[src/rtl/exp_align_ctrl.sv]
`default_nettype none
// ============================================================================
// Module      : exp_align_ctrl
// Description : Exponent-alignment controller for a floating-point adder.
//               Accepts an operand pair (biased exponents and mantissas with
//               hidden bit). It compares the exponents on a shared external
//               ripple-carry subtractor and then right-shifts the mantissa of
//               the smaller-exponent operand one bit per cycle. Bits shifted
//               out are accumulated into a sticky bit. The aligned result is
//               then presented with a valid/ready handshake.
// Revision    : 1.0 - initial release
// ----------------------------------------------------------------------------
// Ports
//   clk           in   1   clock, rising-edge active
//   rst_n         in   1   asynchronous active-low reset
//   in_valid      in   1   operand pair valid
//   in_ready      out  1   block can accept an operand pair (IDLE only)
//   exp_a, exp_b  in   EW  biased exponents
//   man_a, man_b  in   MW  mantissas including hidden bit
//   sub_a, sub_b  out  EW  operands to the external subtractor (a - b)
//   sub_diff      in   EW  subtractor difference
//   sub_cout      in   1   subtractor carry-out, 1 = no borrow (a >= b)
//   out_valid     out  1   aligned result valid (DONE only)
//   out_ready     in   1   consumer accepts the result
//   out_exp       out  EW  larger exponent
//   out_man_big   out  MW  mantissa of the larger-exponent operand
//   out_man_small out  MW  aligned mantissa of the smaller-exponent operand
//   out_sticky    out  1   OR of all bits shifted out of out_man_small
//   out_swap      out  1   operands were exchanged (exp_b > exp_a)
// ============================================================================
module exp_align_ctrl #(
  parameter int EW = 5,
  parameter int MW = 11
) (
  input  logic          clk,
  input  logic          rst_n,
  input  logic          in_valid,
  output logic          in_ready,
  input  logic [EW-1:0] exp_a,
  input  logic [EW-1:0] exp_b,
  input  logic [MW-1:0] man_a,
  input  logic [MW-1:0] man_b,
  output logic [EW-1:0] sub_a,
  output logic [EW-1:0] sub_b,
  input  logic [EW-1:0] sub_diff,
  input  logic          sub_cout,
  output logic          out_valid,
  input  logic          out_ready,
  output logic [EW-1:0] out_exp,
  output logic [MW-1:0] out_man_big,
  output logic [MW-1:0] out_man_small,
  output logic          out_sticky,
  output logic          out_swap
);

  typedef enum logic [2:0] {
    S_IDLE  = 3'd0,
    S_SUB1  = 3'd1,
    S_SUB2  = 3'd2,
    S_SHIFT = 3'd3,
    S_DONE  = 3'd4
  } state_t;

  // Shift distances above this flush the whole mantissa in a single cycle.
  localparam logic [31:0] c_mw_limit = 32'(MW);

  state_t        state_q, state_d;
  logic [EW-1:0] exp_a_q, exp_a_d;
  logic [EW-1:0] exp_b_q, exp_b_d;
  logic [MW-1:0] man_a_q, man_a_d;
  logic [MW-1:0] man_b_q, man_b_d;
  logic [EW-1:0] diff_q, diff_d;
  logic [EW-1:0] exp_big_q, exp_big_d;
  logic [MW-1:0] man_big_q, man_big_d;
  logic [MW-1:0] man_small_q, man_small_d;
  logic          sticky_q, sticky_d;
  logic          swap_q, swap_d;

  logic [31:0]   diff_ext;

  assign diff_ext = 32'(diff_q);

  // --------------------------------------------------------------------------
  // State and datapath registers
  // --------------------------------------------------------------------------
  always_ff @(posedge clk or negedge rst_n) begin
    if (!rst_n) begin
      state_q     <= S_IDLE;
      exp_a_q     <= '0;
      exp_b_q     <= '0;
      man_a_q     <= '0;
      man_b_q     <= '0;
      diff_q      <= '0;
      exp_big_q   <= '0;
      man_big_q   <= '0;
      man_small_q <= '0;
      sticky_q    <= 1'b0;
      swap_q      <= 1'b0;
    end else begin
      state_q     <= state_d;
      exp_a_q     <= exp_a_d;
      exp_b_q     <= exp_b_d;
      man_a_q     <= man_a_d;
      man_b_q     <= man_b_d;
      diff_q      <= diff_d;
      exp_big_q   <= exp_big_d;
      man_big_q   <= man_big_d;
      man_small_q <= man_small_d;
      sticky_q    <= sticky_d;
      swap_q      <= swap_d;
    end
  end

  // --------------------------------------------------------------------------
  // Next-state and output logic
  // --------------------------------------------------------------------------
  always_comb begin
    state_d     = state_q;
    exp_a_d     = exp_a_q;
    exp_b_d     = exp_b_q;
    man_a_d     = man_a_q;
    man_b_d     = man_b_q;
    diff_d      = diff_q;
    exp_big_d   = exp_big_q;
    man_big_d   = man_big_q;
    man_small_d = man_small_q;
    sticky_d    = sticky_q;
    swap_d      = swap_q;
    in_ready    = 1'b0;
    out_valid   = 1'b0;
    sub_a       = '0;
    sub_b       = '0;

    case (state_q)
      S_IDLE: begin
        in_ready = 1'b1;
        if (in_valid) begin
          exp_a_d  = exp_a;
          exp_b_d  = exp_b;
          man_a_d  = man_a;
          man_b_d  = man_b;
          sticky_d = 1'b0;
          state_d  = S_SUB1;
        end
      end

      S_SUB1: begin
        sub_a = exp_a_q;
        sub_b = exp_b_q;
        if (sub_cout) begin
          // exp_a >= exp_b: operand A is the big one, no exchange.
          swap_d      = 1'b0;
          diff_d      = sub_diff;
          exp_big_d   = exp_a_q;
          man_big_d   = man_a_q;
          man_small_d = man_b_q;
          state_d     = (sub_diff == '0) ? S_DONE : S_SHIFT;
        end else begin
          // Borrow: B is larger, recompute the difference the other way round
          // so the shift distance comes out positive.
          swap_d  = 1'b1;
          state_d = S_SUB2;
        end
      end

      S_SUB2: begin
        sub_a       = exp_b_q;
        sub_b       = exp_a_q;
        diff_d      = sub_diff;
        exp_big_d   = exp_b_q;
        man_big_d   = man_b_q;
        man_small_d = man_a_q;
        state_d     = S_SHIFT;
      end

      S_SHIFT: begin
        if (diff_ext > c_mw_limit) begin
          // Everything shifts out; collapse it into one cycle.
          man_small_d = '0;
          sticky_d    = sticky_q | (|man_small_q);
          state_d     = S_DONE;
        end else if (diff_q == '0) begin
          // Not reachable in normal flow; leave safely.
          state_d = S_DONE;
        end else begin
          man_small_d = {1'b0, man_small_q[MW-1:1]};
          sticky_d    = sticky_q | man_small_q[0];
          diff_d      = diff_q - 1'b1;
          if (diff_q == EW'(1)) begin
            state_d = S_DONE;
          end
        end
      end

      S_DONE: begin
        out_valid = 1'b1;
        if (out_ready) begin
          state_d = S_IDLE;
        end
      end

      default: begin
        state_d = S_IDLE;
      end
    endcase
  end

  assign out_exp       = exp_big_q;
  assign out_man_big   = man_big_q;
  assign out_man_small = man_small_q;
  assign out_sticky    = sticky_q;
  assign out_swap      = swap_q;

endmodule
`default_nettype wire

[config.mk]
export PLATFORM = sky130hd
export DESIGN_NAME = exp_align_ctrl
export DESIGN_NICKNAME = d
export VERILOG_FILES = /design/src/rtl/exp_align_ctrl.sv
export SDC_FILE = /design/constraint.sdc
export NUM_CORES = 1
export LEC_CHECK = 0
export CAP_MARGIN = 25
export CORE_MARGIN = 10
export CORE_UTILIZATION = 46
export CTS_BUF_LIST = sky130_fd_sc_hd__clkbuf_8
export DETAILED_ROUTE_END_ITERATION = 12
export GPL_TIMING_DRIVEN = 0
export PLACE_DENSITY = 0.78
export SETUP_SLACK_MARGIN = 0.02
export SLEW_MARGIN = 30
export SYNTH_ARGS = -nofsm -noshare
export SYNTH_HDL_FRONTEND = slang
export SYNTH_SLANG_ARGS = --single-unit
[constraint.sdc]
create_clock -name clk -period 1.6 [get_ports clk]
set_input_delay 0.16 -clock clk [delete_from_list [all_inputs] [get_ports clk]]
set_output_delay 0.16 -clock clk [all_outputs]
set_load 0.02 [all_outputs]
# --- Word-level counts from Yosys, hierarchy flattened ---
# Cells that the tools add are included.
word_totals:
  in_bits: 42
  ff_bits: 69
classes:
  n_reduce_logical: 13
  bitwise_logic: 2
  n_lt_le_gt_ge: 1
  n_eq_ne: 12
  addsub: 1
  muxes: 29
ops:
  columns: ["operator", "count"]
  rows:
  - ["11-bit two-way mux", 4]
  - ["11-bit case mux with 3 select lines", 1]
  - ["5-bit case mux with 2 select lines", 3]
  - ["11-bit case mux with 2 select lines", 1]
  - ["3-bit two-way mux", 7]
  - ["5-bit two-way mux", 4]
  - ["3-bit case mux with 5 select lines", 1]
  - ["5-bit case mux with 3 select lines", 1]
  - ["11-bit OR reduction", 1]
  - ["5-bit logical NOT", 2]
  - ["2-bit != test, second input constant", 5]
  - ["3-bit AND reduction", 3]
  - ["3-bit by 2-bit equality test with 1-bit output, second input constant", 2]
  - ["1-bit two-way mux", 6]
  - ["5-bit by 1-bit equality test with 1-bit output, second input constant", 1]
  - ["5-bit by 4-bit > comparator with 1-bit output, second input constant", 1]
  - ["5-bit by 1-bit subtractor with 5-bit output, second input constant", 1]
  - ["4-bit != test, second input constant", 1]
  - ["2-bit AND reduction", 2]
  - ["4-bit AND reduction", 1]
  - ["2-bit nonzero test", 2]
  - ["3-bit by 1-bit equality test with 1-bit output, second input constant", 1]
  - ["3-bit equality test, second input constant", 1]
  - ["3-bit logical NOT", 1]
  - ["4 further kinds", 5]

# --- Longest topological paths before layout ---
logic_depth:
  word_depth: 5
  ltp_mapped: 8
  mapped_depth_nobuf: 6

# --- Least setup slack after synthesis ---
# Ideal clock, no wire load.
synth_path:
  path_kind: "register to register"
  from: "reg state_q[2]"
  to: "reg exp_a_q[0]"
  setup_ns: 0.125
  arrival_time_ns: 1.863
  path_stages_with_launch: 7
  path_slack_ns: -0.387
  synth_period_minus_slack_ns: 1.987
  required_ns: 1.475
  path_cell_list: "dfrtp_1 -> buf_2 -> nor3_1 -> and2_1 -> buf_4 -> buf_4 -> mux2_2"
synth_between:
  elab_chain_len: 2
synth_rtl:
  columns: ["item", "line", "rtl"]
  rows:
  - ["start: declaration", "67", "state_t state_q, state_d;"]
  - ["start signal: assignment", "100", "state_q <= state_d;"]
  - ["3-bit logical NOT", "134", "case (state_q)"]
  - ["2-bit AND reduction (no source line)", null, null]
  - ["end signal: assignment", "101", "exp_a_q <= exp_a_d;"]
  - ["end: declaration", "68", "logic [EW-1:0] exp_a_q, exp_a_d;"]
# Every way passes these cells.
# A chain may end at the register's enable or synchronous reset.

# --- Worst setup path after layout ---
layout_path:
  from: "reg state_q[0]"
  to: "out sub_a[2]"
layout_between:
  elab_chain_len: 2
layout_rtl:
  columns: ["item", "line", "rtl"]
  rows:
  - ["3-bit by 2-bit equality test with 1-bit output / 3-bit by 1-bit equality test with 1-bit output (equally long branches)", "134", null]
  - ["5-bit case mux with 2 select lines (*)", "134", null]
  - ["end: declaration", "43", "output logic [EW-1:0] sub_a,"]
# Every way passes the cells marked *; elsewhere a longest branch is shown, timed or not.

==> impl_metrics.csv <==
group,metric,value,unit
outcome,outcome,"finished with violations",
outcome,violations,"negative setup slack",
grt,grt_pass1_wl,18.4,mm
logic_synthesis,synth_compound_area_frac,0.171,
placed_design,post-dp-hpwl,7.41,mm
worst_setup_path,path_class,"register to output pin",
grt,track_usage,0.202,
timing,setup_tns,-5.51,ns
logic_synthesis,synth_top_family_by_area,"compound AO/OA/AOI/OAI gates",
logic_synthesis,synthMuxAreaShare,0.121,
logic_synthesis,yosys.area_share.simple,0.142,
detailed_routing,drcViolationCount,0,
timing,post-route-period-util,1.13,
finish,final_core_util,0.767,
placed_design,dpl.cell_count,524,
grt,grt-ovfl-total,0,
grt,grt_pass1_vias,3460,
timing,setup_viol,65,
grt,grt_max_degree,47,
finish,num-nets-final,520,
logic_synthesis,synth-xor-area-share,0,
floorplan,die_x,107,um
placed_design,port_buffers,82,
detailed_routing,post_drt_via_cell_ratio,5.73,
clock_tree,worstSkewPairLatency,0.35,ns
worst_setup_path,path_max_fanout,5,
logic_synthesis,syn_avg_cell_area,10.1,um2
logic_synthesis,ys_top_cells_by_area,"dfrtp_1 (50%), mux2_2 (7.5%), nor2_1 (5.6%)",
logic_synthesis,synth_adder_area_share,0.0108,
clock_tree,clk_pin_slew,0.09,ns
finish,final_cell_mix,"dfrtp_1 (67), clkdlybuf4s50_1 (58), nor2_1 (38)",
power,power,13.7,mW
detailed_routing,wirelength,12.2,mm
power,power_density,2450,nW/um2
timing,finClkSkew,0.0141,ns
power,p_leak,2.44,nW
detailed_routing,ant_nets,0,
worst_setup_path,cp.arrival,1.64,ns
logic_synthesis,ys_seq_elements,69,
floorplan,dieArea,11400,um2
clock_tree,ctsRootBufferMaster,"clkbuf_8",
logic_synthesis,synth_top_cell_area_share,0.498,
timing,final_max_slew_viol_count,0,
logic_synthesis,synthCells,342,
logic_synthesis,yosys.cell_types.count,46,
worst_setup_path,cp_data_required_time,1.44,ns
floorplan,die_h,107,um
clock_tree,clock-sinks,69,
worst_setup_path,r2r_cells,7,
clock_tree,cts_buffers,9,
floorplan,boundaryPins,83,
floorplan,start_util,0.476,
run,cap_viol_max_count,0,
logic_synthesis,syn_area,3470,um2
timing,grt_setup_unrepaired,"yes",
worst_setup_path,critPathCaptureType,"output pin",
grt,antenna_found_initial,0,
timing,clock.fmax,554,MHz
power,vdd_drop_max,0.00112,V
timing,hold_viol,0,
placed_design,place_congestion,0.834,
logic_synthesis,ys_warn_count,0,
detailed_routing,post_drt_wl_per_cell,21.0,um
timing,worst_slew_pin_slew,0.529,ns
clock_tree,cts_tree,"done",
worst_setup_path,cp-start-kind,"register",
finish,final_common_cell,"dfrtp_1",
timing,whs,0.255,ns
detailed_routing,vias,3315,
clock_tree,h-tree-depth,3,
finish,fin_cells,579,
logic_synthesis,synth_area_leader_cell,"dfrtp_1",
timing,timing.final.crit_period,1.80,ns
finish,drive_gt1_frac,0.350,
clock_tree,clk_path_buf_depth,2,
timing,worst_slack,-0.204,ns
logic_synthesis,synthesis.nets,387,
hold_path,hold_path.class,"primary input to asynchronous set/reset pin",
detailed_routing,drt_iter0_drc,210,
timing,relSlewSlack,0.648,
finish,syn2layout_area_growth,61.3,%
detailed_routing,drt_first_pass_iters,4,
floorplan,core-area,7290,um2
finish,antennaDiodeCount,0,
logic_synthesis,ys_seq_area_frac,0.498,
floorplan,row_count,31,
area by class of cell:
cell class	count	area, um2
Buffer	24	307
Clock buffer	10	138
Clock inverter	6	92.6
Fill cell	477	1700
Inverter	14	52.6
Multi-Input combinational cell	233	1830
Sequential cell	69	1730
Tap cell	99	124
Timing Repair Buffer	124	1320
metal layers:
layer	wire, um	share of wire	vias up	track usage
met5	0	0	-	0
met4	201	0.017	0	0.0638
met3	828	0.068	21	0.0659
met2	6160	0.51	136	0.335
met1	4990	0.41	1675	0.242
li1	-	-	1483	-
critical path: stages, from the launching register on:
cell and delay (ns):
dfrtp_1 0.35, buf_6 0.13, clkbuf_16 0.13, nor2b_4 0.19
buf_8 0.14, a22oi_2 0.06, nor2_2 0.14, buf_6 0.13
report_power, final:
group | switching (mW) | internal, mW | total [mW]
logic | 4.13 | 4.43 | 8.56
registers | 0.854 | 2.66 | 3.51
clock network | 0.717 | 0.931 | 1.65
final timing paths:
path	from	end	slack [ns]
setup / recovery	state_q[0]$_DFFE_PN0P_	sub_a[2]	-0.20
setup reg to reg	state_q[0]$_DFFE_PN0P_	out_man_small[0]$_DFFE_PN0P_	-0.15
hold / removal	rst_n	exp_a_q[1]$_DFFE_PN0P_	0.25
max in group asynchronous	rst_n	man_a_q[2]$_DFFE_PN0P_	0.78
hold reg to reg	out_man_big[7]$_DFFE_PN0P_	out_man_big[7]$_DFFE_PN0P_	0.54
min in group clk	man_a[6]	man_a_q[6]$_DFFE_PN0P_	0.36
cells in the mapped netlist, drive strengths merged:
cell type / number
a22o: 10
or3: 1
nand3: 3
nor4: 3
nor4b: 2
nor3: 4
a211o: 2
or4: 2
clkbuf: 9
mux2: 23
and2b: 1
ha: 3
mux2i: 16
o311ai: 1
a21o: 3
a21oi: 23
dfrtp: 69
inv: 14
nor2: 53
a31oi: 2
a31o: 1
and2: 2
o21bai: 1
nand2b: 3
o221ai: 10
or4b: 1
a211oi: 1
a311oi: 1
o21ai: 17
nor2b: 2
o2bb2ai: 1
nor3b: 1
buf: 17
a311o: 1
o31ai: 1
a22oi: 12
nand3b: 2
and4b: 1
or3b: 1
nand2: 22
registers in the layout, summed over array words and instances (netlist names):
register,count
man_a_q,11
exp_a_q,5
diff_q,5
out_sticky,1
out_man_big,11
out_man_small,11
out_swap,1
out_exp,5
state_q,3
exp_b_q,5
man_b_q,11
what timing repair did:
| item | in CTS | in global routing |
|---|---|---|
| pin swaps | 15 | 16 |
| endpoints found under the hold margin | 23 | 0 |
| setup endpoints to repair | 84 | 82 |
| gates resized for setup | 148 | 48 |
| gates cloned | 5 | 4 |
| hold buffers | 1 | 0 |
| buffers inserted | 26 | 8 |
kinds of logic (layout without fill, tap and decap cells):
| family | count (synthesis) | count (layout) |
|---|---|---|
| muxes | 39 | 39 |
| AOI/OAI and AO/OA | 87 | 87 |
| DFF | 69 | 69 |
| and+or+nand+nor | 104 | 104 |
| buffers and inverters | 40 | 178 |
| adders and majority gates | 3 | 3 |
through the flow:
stage | cell area [um2] | setup slack (ns)
after floorplan | 3620 | -0.0498
after global placement | 4570 | -1.99
after detailed placement | 4590 | -0.779
after CTS | 5390 | -0.202
after global routing | 5590 | -0.248
final | 5590 | -0.204
No activity file was read; power rests on OpenSTA's default activity.
